## src/rtl/uart_pkg.sv

```systemverilog
// Shared constants for the UART peripheral: register map, CON bit layout,
// RX FIFO depth and TX state encodings.
package uart_pkg;

  localparam logic [31:0] ADDR_TXD = 32'h4000_0018;
  localparam logic [31:0] ADDR_RXD = 32'h4000_001C;
  localparam logic [31:0] ADDR_CON = 32'h4000_0020;

  localparam int CON_TX_FULL = 0;
  localparam int CON_TX_BUSY = 1;
  localparam int CON_RX_NE   = 2;
  localparam int CON_OVR     = 3;
  localparam int CON_RX_IE   = 4;
  localparam int CON_TX_IE   = 5;
  localparam int CON_TX_DONE = 6;

  localparam int DATA_W        = 8;
  localparam int RX_FIFO_DEPTH = 4;

  typedef enum logic [1:0] {
    TX_IDLE  = 2'd0,
    TX_START = 2'd1,
    TX_WAIT  = 2'd2
  } tx_state_e;

endpackage

```

## src/rtl/uart_fifo.sv

```systemverilog
// Synchronous FIFO with combinational head; push while full is accepted
// only when a pop happens on the same edge.
module uart_fifo #(
  parameter int DEPTH  = 4,
  parameter int DATA_W = 8
) (
  input  logic              clk,
  input  logic              rst,
  input  logic              push,
  input  logic [DATA_W-1:0] din,
  input  logic              pop,
  output logic              full,
  output logic              empty,
  output logic [DATA_W-1:0] head
);

  localparam int PTR_W = (DEPTH > 1) ? $clog2(DEPTH) : 1;
  localparam int CNT_W = $clog2(DEPTH + 1);

  logic [DATA_W-1:0] mem [DEPTH];
  logic [PTR_W-1:0]  wr_ptr;
  logic [PTR_W-1:0]  rd_ptr;
  logic [CNT_W-1:0]  count;
  logic              do_push;
  logic              do_pop;

  function automatic logic [PTR_W-1:0] next_ptr(input logic [PTR_W-1:0] p);
    if (p == PTR_W'(DEPTH - 1)) return '0;
    return p + PTR_W'(1);
  endfunction

  assign full    = (count == CNT_W'(DEPTH));
  assign empty   = (count == '0);
  assign head    = mem[rd_ptr];
  assign do_pop  = pop & ~empty;
  assign do_push = push & (~full | do_pop);

  always_ff @(posedge clk) begin
    if (rst) begin
      wr_ptr <= '0;
      rd_ptr <= '0;
      count  <= '0;
    end else begin
      if (do_push) wr_ptr <= next_ptr(wr_ptr);
      if (do_pop)  rd_ptr <= next_ptr(rd_ptr);
      case ({do_push, do_pop})
        2'b10:   count <= count + CNT_W'(1);
        2'b01:   count <= count - CNT_W'(1);
        default: count <= count;
      endcase
    end
  end

  // Storage carries data only, so it is left out of reset.
  always_ff @(posedge clk) begin
    if (do_push) mem[wr_ptr] <= din;
  end

endmodule

```

## src/rtl/uart_periph.sv

```systemverilog
// Memory-mapped UART front end: TX holding register + start FSM, RX FIFO, CON.
// Interrupt logic and CON bits 6:4 exist only when UART_IRQ_EN is defined.
module uart_periph
  import uart_pkg::*;
(
  input  logic              clk,
  input  logic              rst,
  input  logic [31:0]       addr,
  input  logic [31:0]       wdata,
  input  logic              wr,
  input  logic              rd,
  output logic [31:0]       rdata,
  output logic [DATA_W-1:0] tx_data,
  output logic              tx_en,
  input  logic              tx_done,
  input  logic [DATA_W-1:0] rx_data,
  input  logic              rx_valid,
  output logic              irq
);

  logic sel_txd, sel_rxd, sel_con;
  logic txd_wr, con_wr, rxd_rd, txd_accept;

  tx_state_e         state_q, state_d;
  logic              tx_load;
  logic              hold_clr;
  logic              hold_full;
  logic [DATA_W-1:0] hold_byte;
  logic [DATA_W-1:0] tx_data_q;

  logic              fifo_full, fifo_empty;
  logic [DATA_W-1:0] fifo_head;
  logic              ovr_q;

  logic              rx_ie_q, tx_ie_q, done_q, irq_q;
  logic [31:0]       con_val;
  logic [23:0]       unused_wdata;

  assign sel_txd    = (addr == ADDR_TXD);
  assign sel_rxd    = (addr == ADDR_RXD);
  assign sel_con    = (addr == ADDR_CON);
  assign txd_wr     = wr & sel_txd;
  assign con_wr     = wr & sel_con;
  assign rxd_rd     = rd & sel_rxd;
  assign txd_accept = txd_wr & ~hold_full;
  assign unused_wdata = wdata[31:8];

  // A write accepted while idle starts the frame on the same edge it fills
  // the holding register, so tx_en follows the write by one cycle.
  always_comb begin
    state_d  = state_q;
    tx_load  = 1'b0;
    hold_clr = 1'b0;
    case (state_q)
      TX_IDLE: begin
        if (hold_full || txd_accept) begin
          state_d = TX_START;
          tx_load = 1'b1;
        end
      end
      TX_START: begin
        state_d  = TX_WAIT;
        hold_clr = 1'b1;
      end
      TX_WAIT: begin
        if (tx_done) state_d = TX_IDLE;
      end
      default: state_d = TX_IDLE;
    endcase
  end

  always_ff @(posedge clk) begin
    if (rst) begin
      state_q   <= TX_IDLE;
      hold_full <= 1'b0;
      tx_data_q <= '0;
    end else begin
      state_q <= state_d;
      if (txd_accept)    hold_full <= 1'b1;
      else if (hold_clr) hold_full <= 1'b0;
      if (tx_load) tx_data_q <= txd_accept ? wdata[DATA_W-1:0] : hold_byte;
    end
  end

  always_ff @(posedge clk) begin
    if (txd_accept) hold_byte <= wdata[DATA_W-1:0];
  end

  assign tx_en   = (state_q == TX_START);
  assign tx_data = tx_data_q;

  uart_fifo #(
    .DEPTH  (RX_FIFO_DEPTH),
    .DATA_W (DATA_W)
  ) u_rx_fifo (
    .clk   (clk),
    .rst   (rst),
    .push  (rx_valid),
    .din   (rx_data),
    .pop   (rxd_rd),
    .full  (fifo_full),
    .empty (fifo_empty),
    .head  (fifo_head)
  );

  // Sticky set wins over a software clear on the same edge.
  always_ff @(posedge clk) begin
    if (rst) ovr_q <= 1'b0;
    else     ovr_q <= (rx_valid & fifo_full & ~rxd_rd) |
                      (ovr_q & ~(con_wr & wdata[CON_OVR]));
  end

`ifdef UART_IRQ_EN
  always_ff @(posedge clk) begin
    if (rst) begin
      rx_ie_q <= 1'b0;
      tx_ie_q <= 1'b0;
      done_q  <= 1'b0;
      irq_q   <= 1'b0;
    end else begin
      if (con_wr) begin
        rx_ie_q <= wdata[CON_RX_IE];
        tx_ie_q <= wdata[CON_TX_IE];
      end
      done_q <= tx_done | (done_q & ~(con_wr & wdata[CON_TX_DONE]));
      irq_q  <= (rx_ie_q & ~fifo_empty) | (tx_ie_q & done_q);
    end
  end
`else
  assign rx_ie_q = 1'b0;
  assign tx_ie_q = 1'b0;
  assign done_q  = 1'b0;
  assign irq_q   = 1'b0;
`endif

  assign irq = irq_q;

  always_comb begin
    con_val              = '0;
    con_val[CON_TX_FULL] = hold_full;
    con_val[CON_TX_BUSY] = (state_q != TX_IDLE);
    con_val[CON_RX_NE]   = ~fifo_empty;
    con_val[CON_OVR]     = ovr_q;
    con_val[CON_RX_IE]   = rx_ie_q;
    con_val[CON_TX_IE]   = tx_ie_q;
    con_val[CON_TX_DONE] = done_q;
  end

  always_comb begin
    rdata = '0;
    if (rd) begin
      if (sel_rxd && !fifo_empty) rdata = {24'd0, fifo_head};
      else if (sel_con)           rdata = con_val;
    end
  end

endmodule

```

## config.mk

```make
export PLATFORM = sky130hd
export DESIGN_NAME = uart_periph
export DESIGN_NICKNAME = d
export VERILOG_FILES = /design/src/rtl/uart_pkg.sv /design/src/rtl/uart_fifo.sv /design/src/rtl/uart_periph.sv
export SDC_FILE = /design/constraint.sdc
export NUM_CORES = 1
export LEC_CHECK = 0
export ABC_CLOCK_PERIOD_IN_PS = 3000
export CORE_MARGIN = 3
export CORE_UTILIZATION = 39
export DETAILED_ROUTE_END_ITERATION = 10
export PLACE_DENSITY_LB_ADDON = 0.2
export SETUP_SLACK_MARGIN = 0.15
export SYNTH_ARGS = -nofsm -noshare
export SYNTH_HDL_FRONTEND = slang
export SYNTH_SLANG_ARGS = --single-unit
```

## constraint.sdc

```tcl
create_clock -name clk -period 3 [get_ports clk]
set_input_delay 0.45 -clock clk [delete_from_list [all_inputs] [get_ports clk]]
set_output_delay 0.45 -clock clk [all_outputs]
set_load 0.1 [all_outputs]
```

==> metrics.cfg, run 1 <==
[worst_setup_path]
path_cells = clkdlybuf4s50_1 > nor4_2 > nand4b_1 > nor3_4 > buf_6 > a32oi_1 > nor2b_2 > buf_12
required_ns = 2.55
worstPathArrival_ns = 2.31
cp_top_family = simple AND/OR/NAND/NOR gates
worstRegToRegCells = 10
slowest_delay_ns = 0.41
rrSetupSlack_ns = 0.67
critPathKind = in -> out
r2r_end = u_rx_fifo.count[2]$_SDFFE_PP0P_
crit_buf_inv = 3
cp-end-kind = output pin
cpMaxStageDelayCell = clkdlybuf4s50_1
crit_path_start_kind = input port
timing.rr.start = u_rx_fifo.count[2]$_SDFFE_PP0P_
path_max_fanout = 3

[sta]
maxSlewHeadroom_pct = 38.80
rsz0062_at_grt = false
layout_setup_ws_ns = 0.2387
period_share_pct = 92.04
finalMaxSlewViolations = 0
clock_skew_ns = 0.007900
worst_pin_slew_ns = 0.9146
max_freq_mhz = 362.2
fin_setup_tns_ns = 0
setup_viol = 0
fin_crit_ns = 2.761
hold_violations = 0

[grt]
grt_pass1_vias = 2050
antenna_found_initial = 0
overflow = 0
grt_pass1_wl_um = 9708
track_usage_pct = 14.91
grt_max_degree = 21

[floorplanning]
core_um2 = 6982
die_w_um = 91.92
die_area_um2 = 8449
initial_core_util_pct = 41.24
die_h_um = 91.92
io_pins = 120
row_count = 30

[yosys]
synth_top_cells_by_count = edfxtp_1 (32), dfxtp_1 (29), buf_4 (25)
synth.area.top_cells = edfxtp_1 (33%), dfxtp_1 (20%), buf_4 (6.5%)
synth_top_area_share_pct = 33.38
ys.flop_type = edfxtp_1
synth_seq_cells = 61
yosys.cell_types.count = 41
ys_seq_area_share_pct = 53.54
avgSynthCellArea_um2 = 11.66
ys_async_sr_fraction_pct = 0
synth.most_common_cell = edfxtp_1
ys_warn_count = 0
synth_area_um2 = 2879
post-synth-top-area-cell = edfxtp_1
synth_cells = 247
synth_edf_count = 32

[hold_path]
min-delay-start = ovr_q$_SDFF_PP0_
hold_path_class = reg -> reg
hold_depth = 2
whs_endpoint = ovr_q$_SDFF_PP0_

[job]
cap_violations = 0

[layout]
fillers = 582
area_delta_synth_final_pct = 41.59
antenna_cells = 0
design_area_um2 = 4076
multi_input_area_um2 = 1231
seq_area_um2 = 1541
drive_above_1_share_pct = 24.93
nets = 421

[pwr]
vdd_drop_max_v = 0.0003132
p_seq_share_pct = 45.9
internal_power_mw = 1.462
p_leak_nw = 1.563
p_comb_share_pct = 14.4
p_clk_share_pct = 39.7
p_per_area_nw_per_um2 = 487.8
swShare_pct = 26.46
power_switching_uw = 526.1

[placed_design]
gp_congestion = 0.7398
placed_cell_area_um2 = 3737
hpwl_um = 4470
dp_slack_ns = -0.09624
numPortBuffers = 70

[cts]
tritoncts = yes
clk_pin_slew_ns = 0.07
cts_root_buffer = clkbuf_8
clock_latency_ns = 0.34
cts_hold_repair.buffers = 0
htreeDepth = 3
cts_max_path_buffers = 2
clock_sinks = 61
cts_made_buffers = 9

[outcome]
status = complete, no violations

[routing]
finalWirelength_um = 6160
ant_nets = 0
drc_errors = 0
wire_per_inst_um = 14.10
firstDrtPassIters = 4
first_iter_violations = 63
vias = 2096
routed_via_density = 4.796

[how the worst max path moves through the flow]
stage / start / to / cells after the start
2_1_floorplan: addr[25] / u_rx_fifo.count[2]$_SDFFE_PP0P_ / 9
3_3_place_gp: addr[7] / u_rx_fifo.count[2]$_SDFFE_PP0P_ / 11
3_5_place_dp: addr[7] / u_rx_fifo.count[2]$_SDFFE_PP0P_ / 11
4_1_cts: addr[22] / rdata[0] / 9
5_1_grt: addr[8] / rdata[0] / 8
6_report: addr[8] / rdata[0] / 8
[through the flow]
step	util (%)	cells	power [mW]	hold WS [ns]
floorplan	-	271	1.143	0.4421
global placement	53.53	417	1.211	0.4655
detailed placement	53.53	417	1.215	0.4698
CTS	57.24	433	2.005	0.4813
global route	58.39	437	2.054	0.4976
finish	58.39	437	1.988	0.4785
[metal layers]
layer | vias to the layer above | share of wire [%] | track usage, %
met5 | - | 0 | 0
li1 | 1026 | - | -
met3 | 10 | 6.7 | 4.922
met4 | 0 | 2.0 | 7.426
met2 | 65 | 50 | 24.51
met1 | 995 | 42 | 17.43
[sequential cells by signal (all words and copies together), names as in the netlist, named ones only]
name,flops
u_rx_fifo.mem,32
hold_byte,8
tx_data,8
u_rx_fifo.count,3
state_q,2
u_rx_fifo.rd_ptr,2
u_rx_fifo.wr_ptr,2
hold_full,1
ovr_q,1
[worst register-to-register path: stages (launching register included)]
cell	delay, ns
dfxtp_1	0.36
or3b_2	0.47
nand2_1	0.08
o31ai_1	0.08
inv_1	0.06
ha_1	0.16
inv_1	0.06
fa_1	0.37
xor2_1	0.15
or3_1	0.30
a21oi_1	0.14
[repair_timing]
item | CTS | global route
gates resized for setup | 8 | 15
setup buffers | 0 | 4
setup endpoints to repair | 4 | 9
pin swaps | 1 | 9
[power by group through the flow]
stage	logic [mW]	clock network [mW]	registers, mW
floorplan	0.215	0	0.928
global placement	0.281	0	0.930
detailed placement	0.284	0	0.931
CTS	0.288	0.804	0.913
global route	0.303	0.836	0.914
finish	0.287	0.789	0.912
[kinds of logic (layout without fill, tap and decap cells)]
family / after synthesis / count (layout) / synth area share, %
compound gates: 46 / 46 / 9.909
xor+xnor: 2 / 2 / 0.6085
buf+inv: 48 / 118 / 9.561
other cells: 1 / 25 / 0.1303
flops: 61 / 61 / 53.54
fa+ha+maj: 7 / 7 / 3.303
mux: 19 / 19 / 10.43
simple gates: 63 / 63 / 12.52
[layout by cell type (no fill, tap or decap), types with 3 or more instances in the layout]
master | Yosys | final
clkdlybuf4s50_1 | 0 | 45
edfxtp_1 | 32 | 32
dfxtp_1 | 29 | 29
conb_1 | 1 | 25
buf_4 | 25 | 24
nor2_1 | 21 | 19
inv_1 | 15 | 15
a21oi_1 | 12 | 12
o21ai_0 | 10 | 9
clkbuf_8 | 0 | 9
mux2_2 | 8 | 8
mux4_2 | 8 | 8
a31oi_1 | 8 | 8
o21a_1 | 8 | 8
dlymetal6s2s_1 | 0 | 8
buf_12 | 0 | 8
nand2_1 | 7 | 7
nor4_2 | 0 | 6
ha_1 | 6 | 6
and2_1 | 4 | 4
and2_2 | 4 | 4
or3_1 | 3 | 3
mux2i_1 | 3 | 3
[layout make-up]
type | instances | area share, %
Clock inverter | 6 | 2.118
Sequential cell | 61 | 37.81
Multi-Input combinational cell | 162 | 30.20
Inverter | 15 | 1.381
Timing Repair Buffer | 87 | 22.41
Tap cell | 96 | 2.947
Clock buffer | 10 | 3.131
No activity file was read; power rests on OpenSTA's default activity.
==> inputs of run 2 (changes only) <==
--- a/config.mk
+++ b/config.mk
@@ -8,7 +8,9 @@
 export ABC_CLOCK_PERIOD_IN_PS = 3000
 export CORE_MARGIN = 3
 export CORE_UTILIZATION = 39
+export CTS_CLUSTER_SIZE = 14
 export DETAILED_ROUTE_END_ITERATION = 10
+export GPL_TIMING_DRIVEN = 1
 export PLACE_DENSITY_LB_ADDON = 0.2
 export SETUP_SLACK_MARGIN = 0.15
 export SYNTH_ARGS = -nofsm -noshare
==> results of run 2 <==
No change in the layout: final DEF, timing and power equal those of run 1.
==> inputs of run 3 (changes only) <==
--- a/config.mk
+++ b/config.mk
@@ -13,6 +13,7 @@
 export GPL_TIMING_DRIVEN = 1
 export PLACE_DENSITY_LB_ADDON = 0.2
 export SETUP_SLACK_MARGIN = 0.15
+export SKIP_LAST_GASP = 1
 export SYNTH_ARGS = -nofsm -noshare
 export SYNTH_HDL_FRONTEND = slang
 export SYNTH_SLANG_ARGS = --single-unit
==> results of run 3 <==
No change in the layout: final DEF, timing and power equal those of run 1.
